## src/rtl/pixel_pkg.sv

```systemverilog
// Shared types and default timing for the pixel timing controller.
package pixel_pkg;

  localparam int unsigned PIXEL_W = 24;

  typedef logic [PIXEL_W-1:0] pixel_t;

  typedef enum logic [1:0] {
    ST_IDLE  = 2'd0,
    ST_RUN   = 2'd1,
    ST_DRAIN = 2'd2
  } state_e;

  // 640x480 @ 60 Hz style defaults
  localparam int unsigned DEF_H_ACTIVE = 640;
  localparam int unsigned DEF_H_FP     = 16;
  localparam int unsigned DEF_H_SYNC   = 96;
  localparam int unsigned DEF_H_BP     = 48;
  localparam int unsigned DEF_V_ACTIVE = 480;
  localparam int unsigned DEF_V_FP     = 10;
  localparam int unsigned DEF_V_SYNC   = 2;
  localparam int unsigned DEF_V_BP     = 33;

  // Counter width for a 0..total-1 count; never narrower than one bit
  function automatic int unsigned cnt_width(input int unsigned total);
    return (total > 1) ? $clog2(total) : 1;
  endfunction

endpackage

```

## src/rtl/pixel_timing_ctrl_if.sv

```systemverilog
// Source handshake and pixel-interface bundle of the timing controller.
interface pixel_timing_ctrl_if;
  import pixel_pkg::*;

  pixel_t src_pixel;
  logic   src_valid;
  logic   src_ready;
  logic   hsync;
  logic   vsync;
  pixel_t pixel_data;
  logic   data_valid;
  logic   frame_start;
  logic   underflow;

  // Controller side
  modport master (
    input  src_pixel, src_valid,
    output src_ready, hsync, vsync, pixel_data, data_valid, frame_start, underflow
  );

  // Source / display side
  modport slave (
    output src_pixel, src_valid,
    input  src_ready, hsync, vsync, pixel_data, data_valid, frame_start, underflow
  );

endinterface

```

## src/rtl/pixel_axis_cnt.sv

```systemverilog
// One timing axis: wrapping position counter plus region decode.
module pixel_axis_cnt
  import pixel_pkg::*;
#(
  parameter int unsigned ACTIVE = 4,
  parameter int unsigned FP     = 1,
  parameter int unsigned SYNC   = 2,
  parameter int unsigned BP     = 1
) (
  input  logic clk,
  input  logic rst_n,
  input  logic clr_i,
  input  logic adv_i,
  output logic zero_c_o,
  output logic last_c_o,
  output logic active_c_o,
  output logic sync_c_o
);

  localparam int unsigned TOTAL = ACTIVE + FP + SYNC + BP;
  localparam int unsigned W     = cnt_width(TOTAL);

  localparam logic [W-1:0] LAST_POS   = W'(TOTAL - 1);
  localparam logic [W-1:0] ACT_END    = W'(ACTIVE);
  localparam logic [W-1:0] SYNC_START = W'(ACTIVE + FP);
  localparam logic [W-1:0] SYNC_END   = W'(ACTIVE + FP + SYNC);

  logic [W-1:0] cnt_q;
  logic [W-1:0] cnt_d;

  // Region decode of the current position
  assign zero_c_o   = (cnt_q == '0);
  assign last_c_o   = (cnt_q == LAST_POS);
  assign active_c_o = (cnt_q < ACT_END);
  assign sync_c_o   = (cnt_q >= SYNC_START) && (cnt_q < SYNC_END);

  // Next position: clear wins, otherwise advance and wrap at the last position
  always_comb begin
    cnt_d = cnt_q;
    if (clr_i) begin
      cnt_d = '0;
    end else if (adv_i) begin
      cnt_d = last_c_o ? '0 : cnt_q + W'(1);
    end
  end

  // Position register
  always_ff @(posedge clk or negedge rst_n) begin
    if (!rst_n) begin
      cnt_q <= '0;
    end else begin
      cnt_q <= cnt_d;
    end
  end

endmodule

```

## src/rtl/pixel_timing_ctrl.sv

```systemverilog
// Raster timing engine: pulls pixels from a source and drives sync/data outputs.
module pixel_timing_ctrl
  import pixel_pkg::*;
#(
  parameter int unsigned H_ACTIVE = DEF_H_ACTIVE,
  parameter int unsigned H_FP     = DEF_H_FP,
  parameter int unsigned H_SYNC   = DEF_H_SYNC,
  parameter int unsigned H_BP     = DEF_H_BP,
  parameter int unsigned V_ACTIVE = DEF_V_ACTIVE,
  parameter int unsigned V_FP     = DEF_V_FP,
  parameter int unsigned V_SYNC   = DEF_V_SYNC,
  parameter int unsigned V_BP     = DEF_V_BP
) (
  input  logic                clk,
  input  logic                rst_n,
  input  logic                enable,
  pixel_timing_ctrl_if.master bus
);

  state_e state_q, state_d;

  logic   run_c;
  logic   src_ready_c;
  logic   h_zero_c, h_last_c, h_active_c, h_sync_c;
  logic   v_zero_c, v_last_c, v_active_c, v_sync_c;

  logic   hsync_q, hsync_d;
  logic   vsync_q, vsync_d;
  pixel_t pixel_data_q, pixel_data_d;
  logic   data_valid_q, data_valid_d;
  logic   frame_start_q, frame_start_d;
  logic   underflow_q, underflow_d;

  // Counters hold at zero in IDLE and free-run otherwise
  assign run_c = (state_q != ST_IDLE);

  pixel_axis_cnt #(
    .ACTIVE (H_ACTIVE),
    .FP     (H_FP),
    .SYNC   (H_SYNC),
    .BP     (H_BP)
  ) u_h_cnt (
    .clk        (clk),
    .rst_n      (rst_n),
    .clr_i      (!run_c),
    .adv_i      (run_c),
    .zero_c_o   (h_zero_c),
    .last_c_o   (h_last_c),
    .active_c_o (h_active_c),
    .sync_c_o   (h_sync_c)
  );

  pixel_axis_cnt #(
    .ACTIVE (V_ACTIVE),
    .FP     (V_FP),
    .SYNC   (V_SYNC),
    .BP     (V_BP)
  ) u_v_cnt (
    .clk        (clk),
    .rst_n      (rst_n),
    .clr_i      (!run_c),
    .adv_i      (run_c && h_last_c),
    .zero_c_o   (v_zero_c),
    .last_c_o   (v_last_c),
    .active_c_o (v_active_c),
    .sync_c_o   (v_sync_c)
  );

  // Next state and next values of the registered pixel-interface outputs
  always_comb begin
    state_d       = state_q;
    src_ready_c   = 1'b0;
    hsync_d       = 1'b0;
    vsync_d       = 1'b0;
    data_valid_d  = 1'b0;
    pixel_data_d  = '0;
    frame_start_d = 1'b0;
    underflow_d   = underflow_q;

    case (state_q)
      ST_IDLE:  if (enable) state_d = ST_RUN;
      ST_RUN:   if (!enable) state_d = ST_DRAIN;
      ST_DRAIN: begin
        // A drained frame always runs to its last pixel before stopping
        if (enable) begin
          state_d = ST_RUN;
        end else if (h_last_c && v_last_c) begin
          state_d = ST_IDLE;
        end
      end
      default:  state_d = ST_IDLE;
    endcase

    if (run_c) begin
      src_ready_c = h_active_c && v_active_c;
      hsync_d     = h_sync_c;
      vsync_d     = v_sync_c;
    end

    data_valid_d  = src_ready_c;
    pixel_data_d  = (src_ready_c && bus.src_valid) ? bus.src_pixel : '0;
    frame_start_d = src_ready_c && h_zero_c && v_zero_c;
    underflow_d   = underflow_q | (src_ready_c & ~bus.src_valid);
  end

  // State and output registers
  always_ff @(posedge clk or negedge rst_n) begin
    if (!rst_n) begin
      state_q       <= ST_IDLE;
      hsync_q       <= 1'b0;
      vsync_q       <= 1'b0;
      pixel_data_q  <= '0;
      data_valid_q  <= 1'b0;
      frame_start_q <= 1'b0;
      underflow_q   <= 1'b0;
    end else begin
      state_q       <= state_d;
      hsync_q       <= hsync_d;
      vsync_q       <= vsync_d;
      pixel_data_q  <= pixel_data_d;
      data_valid_q  <= data_valid_d;
      frame_start_q <= frame_start_d;
      underflow_q   <= underflow_d;
    end
  end

  assign bus.src_ready   = src_ready_c;
  assign bus.hsync       = hsync_q;
  assign bus.vsync       = vsync_q;
  assign bus.pixel_data  = pixel_data_q;
  assign bus.data_valid  = data_valid_q;
  assign bus.frame_start = frame_start_q;
  assign bus.underflow   = underflow_q;

endmodule

```

## src/flat_wrapper.sv

```systemverilog
// flat-port wrapper written by rule: the top's interface ports become plain ports
module pixel_timing_ctrl_flat import pixel_pkg::*;
#(
  parameter int unsigned H_ACTIVE = DEF_H_ACTIVE,
  parameter int unsigned H_FP     = DEF_H_FP,
  parameter int unsigned H_SYNC   = DEF_H_SYNC,
  parameter int unsigned H_BP     = DEF_H_BP,
  parameter int unsigned V_ACTIVE = DEF_V_ACTIVE,
  parameter int unsigned V_FP     = DEF_V_FP,
  parameter int unsigned V_SYNC   = DEF_V_SYNC,
  parameter int unsigned V_BP     = DEF_V_BP
)
  (clk, rst_n, enable, bus_src_pixel, bus_src_valid, bus_src_ready, bus_hsync, bus_vsync, bus_pixel_data, bus_data_valid, bus_frame_start, bus_underflow);
  pixel_timing_ctrl_if bus_i ();
  input  logic clk;
  input  logic rst_n;
  input  logic enable;
  input wire logic [$bits(bus_i.src_pixel)-1:0] bus_src_pixel;
  input wire logic [$bits(bus_i.src_valid)-1:0] bus_src_valid;
  output wire logic [$bits(bus_i.src_ready)-1:0] bus_src_ready;
  output wire logic [$bits(bus_i.hsync)-1:0] bus_hsync;
  output wire logic [$bits(bus_i.vsync)-1:0] bus_vsync;
  output wire logic [$bits(bus_i.pixel_data)-1:0] bus_pixel_data;
  output wire logic [$bits(bus_i.data_valid)-1:0] bus_data_valid;
  output wire logic [$bits(bus_i.frame_start)-1:0] bus_frame_start;
  output wire logic [$bits(bus_i.underflow)-1:0] bus_underflow;
  assign bus_i.src_pixel = bus_src_pixel;
  assign bus_i.src_valid = bus_src_valid;
  assign bus_src_ready = bus_i.src_ready;
  assign bus_hsync = bus_i.hsync;
  assign bus_vsync = bus_i.vsync;
  assign bus_pixel_data = bus_i.pixel_data;
  assign bus_data_valid = bus_i.data_valid;
  assign bus_frame_start = bus_i.frame_start;
  assign bus_underflow = bus_i.underflow;
  pixel_timing_ctrl #(.H_ACTIVE(H_ACTIVE), .H_FP(H_FP), .H_SYNC(H_SYNC), .H_BP(H_BP), .V_ACTIVE(V_ACTIVE), .V_FP(V_FP), .V_SYNC(V_SYNC), .V_BP(V_BP)) u_core (.clk(clk), .rst_n(rst_n), .enable(enable), .bus(bus_i));
endmodule
```

## config.mk

```make
export PLATFORM = sky130hd
export DESIGN_NAME = pixel_timing_ctrl_flat
export DESIGN_NICKNAME = d
export VERILOG_FILES = /design/src/rtl/pixel_pkg.sv /design/src/rtl/pixel_timing_ctrl_if.sv /design/src/rtl/pixel_axis_cnt.sv /design/src/rtl/pixel_timing_ctrl.sv /design/src/flat_wrapper.sv
export SDC_FILE = /design/constraint.sdc
export NUM_CORES = 1
export LEC_CHECK = 0
export BUFFER_PORTS_ARGS = -buffer_cell sky130_fd_sc_hd__buf_2
export CAP_MARGIN = 10
export CORE_MARGIN = 2
export CORE_UTILIZATION = 47
export DETAILED_ROUTE_END_ITERATION = 10
export GPL_ROUTABILITY_DRIVEN = 0
export PLACE_DENSITY = 0.75
export SLEW_MARGIN = 20
export SYNTH_ARGS = -nofsm -noshare
export SYNTH_HDL_FRONTEND = slang
export SYNTH_SLANG_ARGS = --single-unit
```

## constraint.sdc

```tcl
create_clock -name clk -period 1.4 [get_ports clk]
set_input_delay 0.14 -clock clk [delete_from_list [all_inputs] [get_ports clk]]
set_output_delay 0.14 -clock clk [all_outputs]
set_load 0.01 [all_outputs]
```

==> results.json, run 1 <==
{
  "status": "finished with violations",
  "violations": "negative setup slack",
  "yosysUniqueCellTypes": 39,
  "avgViaCountPerCell": 5.67,
  "grt_max_degree": 52,
  "ys_ff_latch": 51,
  "stdcell_count": 370,
  "syn_nets": 237,
  "r2r_setup_slack_ps": -180,
  "cts_buffers": 5,
  "power_density_mw_per_mm2": 966,
  "ys_seq_area_share_pct": 57.8,
  "drc": 0,
  "overflow": 0,
  "synth_top_flop_cell": "dfrtp_1",
  "relSlewSlack_pct": 71.9,
  "synth_area_leader_cell": "dfrtp_1",
  "final_critical_path_setup_slack_ps": -180,
  "dieArea_mm2": 0.00526,
  "drt_first_pass_iters": 4,
  "drive_above_1_share_pct": 55.3,
  "p_switching_mw": 0.839,
  "worst_pin_slew_ps": 422,
  "crit_family": "simple AND/OR/NAND/NOR gates",
  "slowest_stage": "dfrtp_1",
  "ant_nets": 0,
  "whs_ps": 64.3,
  "drt-total-wl_um": 6780,
  "initial_core_util_pct": 49.7,
  "clkPwrFrac_pct": 33.6,
  "max_freq_mhz": 633,
  "grt_pass1_wl_um": 8810,
  "syn_area_mm2": 0.00221,
  "grt_pass1_vias": 1915,
  "syn_to_final_growth_pct": 54.5,
  "drtIter0Drc": 195,
  "path_buf_inv": 0,
  "track_usage_pct": 21.7,
  "htree_levels": 2,
  "io_buffers": 57,
  "end_kind": "flip-flop",
  "synth_cells": 205,
  "critPathLaunchType": "flip-flop",
  "fin_crit_sh_pct": 113,
  "netlist.area_leader.share_pct": 57.8,
  "required_ps": 1580,
  "final_util_pct": 76.7,
  "setup_tns_ps": -2750,
  "ys_warn_count": 0,
  "routedWlPerCell_um": 18.3,
  "stdcell_area_mm2": 0.00341,
  "cp_slowest_stage_delay_ps": 390,
  "insertion_delay_ps": 310,
  "criticalPathCategory": "reg -> reg",
  "seqPwrFrac_pct": 47.9,
  "ir_drop_v": 0.000992,
  "synth_most_common_cell": "dfrtp_1",
  "maxCapViolations": 0,
  "slew_viol_final": 0,
  "boundaryPins": 58,
  "row_count": 24,
  "async_reset_ff_share_pct": 100,
  "internal_power_mw": 2.45,
  "combPwrFrac_pct": 18.5,
  "antenna_found_initial": 0,
  "fp.dieW_um": 72.5,
  "vias": 2098,
  "die_y_um": 72.5,
  "finalHoldViolCount": 0,
  "finalNetCount": 349,
  "hpwlAfterDp_um": 3420,
  "placed_cell_area_mm2": 0.00286,
  "path_clk_slew_ps": 100,
  "hold_path.class": "in -> reg",
  "cp_cell_sequence": "ha_2 > and4_4 > nand4_1 > o211ai_1 > a21oi_1",
  "synth_common_cells": "dfrtp_1, and3_1, nand2_1",
  "cts_sinks": 51,
  "synth_edf_count": 0,
  "post-route-min-period_ps": 1580,
  "setup_viol": 31,
  "power_mw": 3.29,
  "cts-root-buf": "clkbuf_8",
  "syn_area_per_cell_um2": 10.8,
  "cts.path.max_buffers": 2,
  "place_ws_ps": -105,
  "fp.coreArea_mm2": 0.00444,
  "rsz0062_at_grt": "true",
  "p_leak_nw": 1.71,
  "place_inst": 344,
  "finClkSkew_ps": 10.1,
  "crit_arrival_ps": 1760,
  "cts_tree": "yes",
  "ys_top_cells_by_area": "dfrtp_1, and3_1, nand2_1",
  "diodes": 0,
  "critPathMaxFanout": 4,
  "swShare_pct": 25.5
}
==> sequential cells by signal, summed over array words and instances (netlist names) <==
name                    count
u_core.bus.vsync            1
u_core.bus.data_valid       1
u_core.bus.pixel_data      24
u_core.u_h_cnt.cnt_q       10
u_core.u_v_cnt.cnt_q       10
u_core.bus.hsync            1
u_core.state_q              2
u_core.bus.frame_start      1
u_core.bus.underflow        1
==> cell type report <==
type | count | area [um^2]
sequential | 51 | 1280
multi-input combinational | 137 | 1080
fill | 265 | 1030
timing repair buffer | 116 | 841
clock buffer | 6 | 82.6
tap | 52 | 65.1
clock inverter | 2 | 38.8
inverter | 6 | 25.0
==> kinds of logic (layout without fill, tap and decap cells) <==
kind of cell	after synthesis	after routing	synth area share, %
buffers and inverters	17	130	3.63
AO/OA/AOI/OAI	19	19	6.41
flip-flops	51	51	57.8
adder cells (fa/ha/maj)	4	4	2.27
AND/OR/NAND/NOR	106	106	26.7
XOR/XNOR	8	8	3.17
==> layer usage <==
layer / GRT usage [%] / wire length, um / vias up
met5: 0 / 0 / -
met4: 7.82 / 150 / 0
met3: 7.22 / 565 / 15
met2: 33.6 / 3500 / 113
met1: 28.7 / 2560 / 1026
li1: - / - / 944
==> path summary, 6_finish.rpt <==
kind	startpoint	endpoint	cells after the start
min	bus_src_pixel[19]	u_core.bus.pixel_data[19]$_DFF_PN0_	2
min reg2reg	u_core.bus.underflow$_DFF_PN0_	u_core.bus.underflow$_DFF_PN0_	1
max	u_core.u_h_cnt.cnt_q[0]$_DFF_PN0_	u_core.state_q[1]$_DFFE_PN0P_	5
min in group asynchronous	rst_n	u_core.u_h_cnt.cnt_q[6]$_DFF_PN0_	3
max reg2reg	u_core.u_h_cnt.cnt_q[0]$_DFF_PN0_	u_core.state_q[1]$_DFFE_PN0P_	5
max in group asynchronous	rst_n	u_core.u_v_cnt.cnt_q[9]$_DFFE_PN0P_	3
==> cells in the final DEF, fill, tap and decap left out, types with 3 or more instances in the layout <==
cell      netlist  routed
nand2_1        20      20
nand3_1        15      13
nor2_4          0       4
o211ai_1        5       5
nor2_2          0       5
o31a_1          3       3
nor4_1          4       4
nor3_1          5       4
buf_4           0      46
and3_4          0      23
dfrtp_1        51      48
nor2_1         14       5
xor2_1          6       5
nand4_1         7       7
buf_6           1       4
clkbuf_8        0       6
inv_1           5       3
buf_12          0       4
buf_2           5      57
and3_1         27       4
dfrtp_2         0       3
==> timing repair <==
action,in CTS,in global routing
hold buffers,2,0
buffers inserted,4,9
resized for setup,13,50
pin swaps,13,27
setup endpoints to repair,24,45
gates cloned,0,3
hold endpoints to repair,52,0
==> power groups by stage <==
stage / Combinational [mW] / Sequential (mW) / Clock (mW)
final: 0.609 / 1.58 / 1.11
after global routing: 0.655 / 1.58 / 1.18
after CTS: 0.480 / 1.57 / 1.10
after detailed placement: 0.429 / 1.60 / 0
after global placement: 0.424 / 1.60 / 0
after floorplan: 0.139 / 1.64 / 0
(Power assumes the default switching activity.)
==> run 2: changes to the inputs <==
SETUP_SLACK_MARGIN = 0.3   (was unset)
==> run 2 against run 1 <==
The run still ends with negative setup slack left. Non-clock buffer count decreased by 12. First-iteration DRC count decreased by 0.51%. Via count decreased by 6.2%. Sequential power about the same. Register-to-register slack improved by 130 ps. Global-route usage increased by 0.46 points. Critical path type is now reg -> out. Critical endpoint is now bus_src_ready.
==> results.json, run 2 (synthesis gave the netlist of run 1 again) <==
{
  "post-route-min-period_ps": 1480,
  "slew_viol_final": 0,
  "grt_pass1_vias": 1960,
  "slowest_stage": "dfrtp_2",
  "required_ps": 1260,
  "grt_max_degree": 52,
  "violations": "negative setup slack",
  "p_leak_nw": 1.62,
  "worst_pin_slew_ps": 424,
  "swShare_pct": 26.3,
  "clkPwrFrac_pct": 28.5,
  "cp_cell_sequence": "nand4_1 > buf_4 > nand3_4 > inv_4 > buf_6",
  "antenna_found_initial": 0,
  "seqPwrFrac_pct": 53.2,
  "insertion_delay_ps": 300,
  "criticalPathCategory": "reg -> out",
  "crit_arrival_ps": 1340,
  "cts-root-buf": "clkbuf_8",
  "power_density_mw_per_mm2": 911,
  "hold_path.class": "in -> reg",
  "cts_buffers": 5,
  "cts_sinks": 51,
  "nFillCells": 332,
  "wl_met2_um": 3050,
  "fp.dieW_um": 72.5,
  "finClkSkew_ps": 5.72,
  "drc": 0,
  "cp-startpoint": "u_core.u_v_cnt.cnt_q[5]$_DFFE_PN0P_",
  "setup_viol": 21,
  "max_freq_mhz": 676,
  "final_util_pct": 73.1,
  "drtIter0Drc": 194,
  "drive_above_1_share_pct": 51.1,
  "internal_power_mw": 2.18,
  "ant_nets": 0,
  "drt-total-wl_um": 5940,
  "htree_levels": 2,
  "layout_commonest_cell": "buf_2",
  "routedWlPerCell_um": 16.4,
  "critPathLaunchType": "flip-flop",
  "setup_tns_ps": -366,
  "finalNetCount": 340,
  "final_critical_path_setup_slack_ps": -79.7,
  "hpwlAfterDp_um": 3410,
  "row_count": 24,
  "diodes": 0,
  "r2r-start": "u_core.u_v_cnt.cnt_q[1]$_DFFE_PN0P_",
  "rsz0062_at_grt": "true",
  "combPwrFrac_pct": 18.4,
  "dieArea_mm2": 0.00526,
  "fin_crit_sh_pct": 106,
  "largest_reg_flops": 24,
  "top_layer": "met4",
  "holdCritStartpoint": "bus_src_pixel[16]",
  "cts_tree": "yes",
  "finalHoldViolCount": 0,
  "wl_met1_um": 2480,
  "fp.coreArea_mm2": 0.00444,
  "overflow": 0,
  "vias": 1968,
  "drt_first_pass_iters": 4,
  "die_y_um": 72.5,
  "path_clk_slew_ps": 90,
  "track_usage_pct": 22.2,
  "syn_to_final_growth_pct": 47.1,
  "critPathMaxFanout": 4,
  "end_kind": "primary output",
  "status": "finished with violations",
  "cts.path.max_buffers": 2,
  "ir_drop_v": 0.000750,
  "boundaryPins": 58,
  "io_buffers": 57,
  "maxCapViolations": 0,
  "relSlewSlack_pct": 71.7,
  "final_cell_mix": "buf_2, dfrtp_1, buf_4",
  "grt_pass1_wl_um": 9000,
  "initial_core_util_pct": 49.7,
  "cp_slowest_stage_delay_ps": 450,
  "wl_met3_um": 321,
  "p_switching_mw": 0.778,
  "avgViaCountPerCell": 5.45
}
==> run 2: final timing paths <==
check / slack [ps] / endpoint / depth (start not counted)
min in group asynchronous: 350 / u_core.u_v_cnt.cnt_q[1]$_DFFE_PN0P_ / 3
worst max register to register: -50 / u_core.u_v_cnt.cnt_q[8]$_DFFE_PN0P_ / 7
worst max-delay path: -80 / bus_src_ready / 5
worst min register to register: 530 / u_core.bus.underflow$_DFF_PN0_ / 1
worst min-delay path: 70 / u_core.bus.pixel_data[16]$_DFF_PN0_ / 2
max in group asynchronous: 810 / u_core.u_v_cnt.cnt_q[5]$_DFFE_PN0P_ / 3
==> run 2: routing by layer <==
metal	GRT usage, %	vias to the layer above
met5	0	-
met4	7.61	0
met3	5.97	10
met2	36.7	69
met1	28.3	954
li1	-	935
==> run 2: critical path, delay by kind of cell (launching register included) <==
kind / cells / cell delay, ps
flops: 1 / 450
simple gates: 2 / 240
buf+inv: 3 / 350
==> run 2: final cells by class <==
cell class	count	area [um^2]	area share (%)
Sequential cell	51	1280	39.4
Multi-Input combinational cell	138	1070	33.1
Timing Repair Buffer	104	699	21.5
Clock buffer	6	72.6	2.24
Tap cell	52	65.1	2.00
Inverter	6	25.0	0.771
Clock inverter	2	16.3	0.501
Timing Repair inverter	2	15.0	0.462
==> run 2: repair_timing <==
| item | in CTS | in global routing |
|---|---|---|
| endpoints found under the hold margin | 52 | 0 |
| buffers inserted | 9 | 3 |
| resized for setup | 25 | 36 |
| endpoints found under the setup margin | 49 | 51 |
| hold buffers | 2 | 0 |
| pin swaps | 15 | 13 |
| cloned | 3 | 1 |
==> run 2: stage by stage <==
step	worst slack (ps)	cell area, um^2	total power [mW]	hold slack (ps)	instances
final	-79.7	3250	2.96	66.5	361
after global routing	-141	3250	3.11	58.1	361
after CTS	-56.2	3060	2.92	53.9	357
after detailed placement	-62.5	2760	2.00	145	335
after global placement	-20.1	2760	1.99	148	335
after floorplan	-27.2	2220	1.78	-156	205
==> run 2: power groups by stage <==
stage | sequential (mW) | clock (mW) | combinational (mW)
floorplan | 1.64 | 0 | 0.143
global placement | 1.59 | 0 | 0.399
detailed placement | 1.60 | 0 | 0.404
CTS | 1.57 | 0.863 | 0.482
global route | 1.58 | 0.936 | 0.594
finish | 1.57 | 0.841 | 0.543
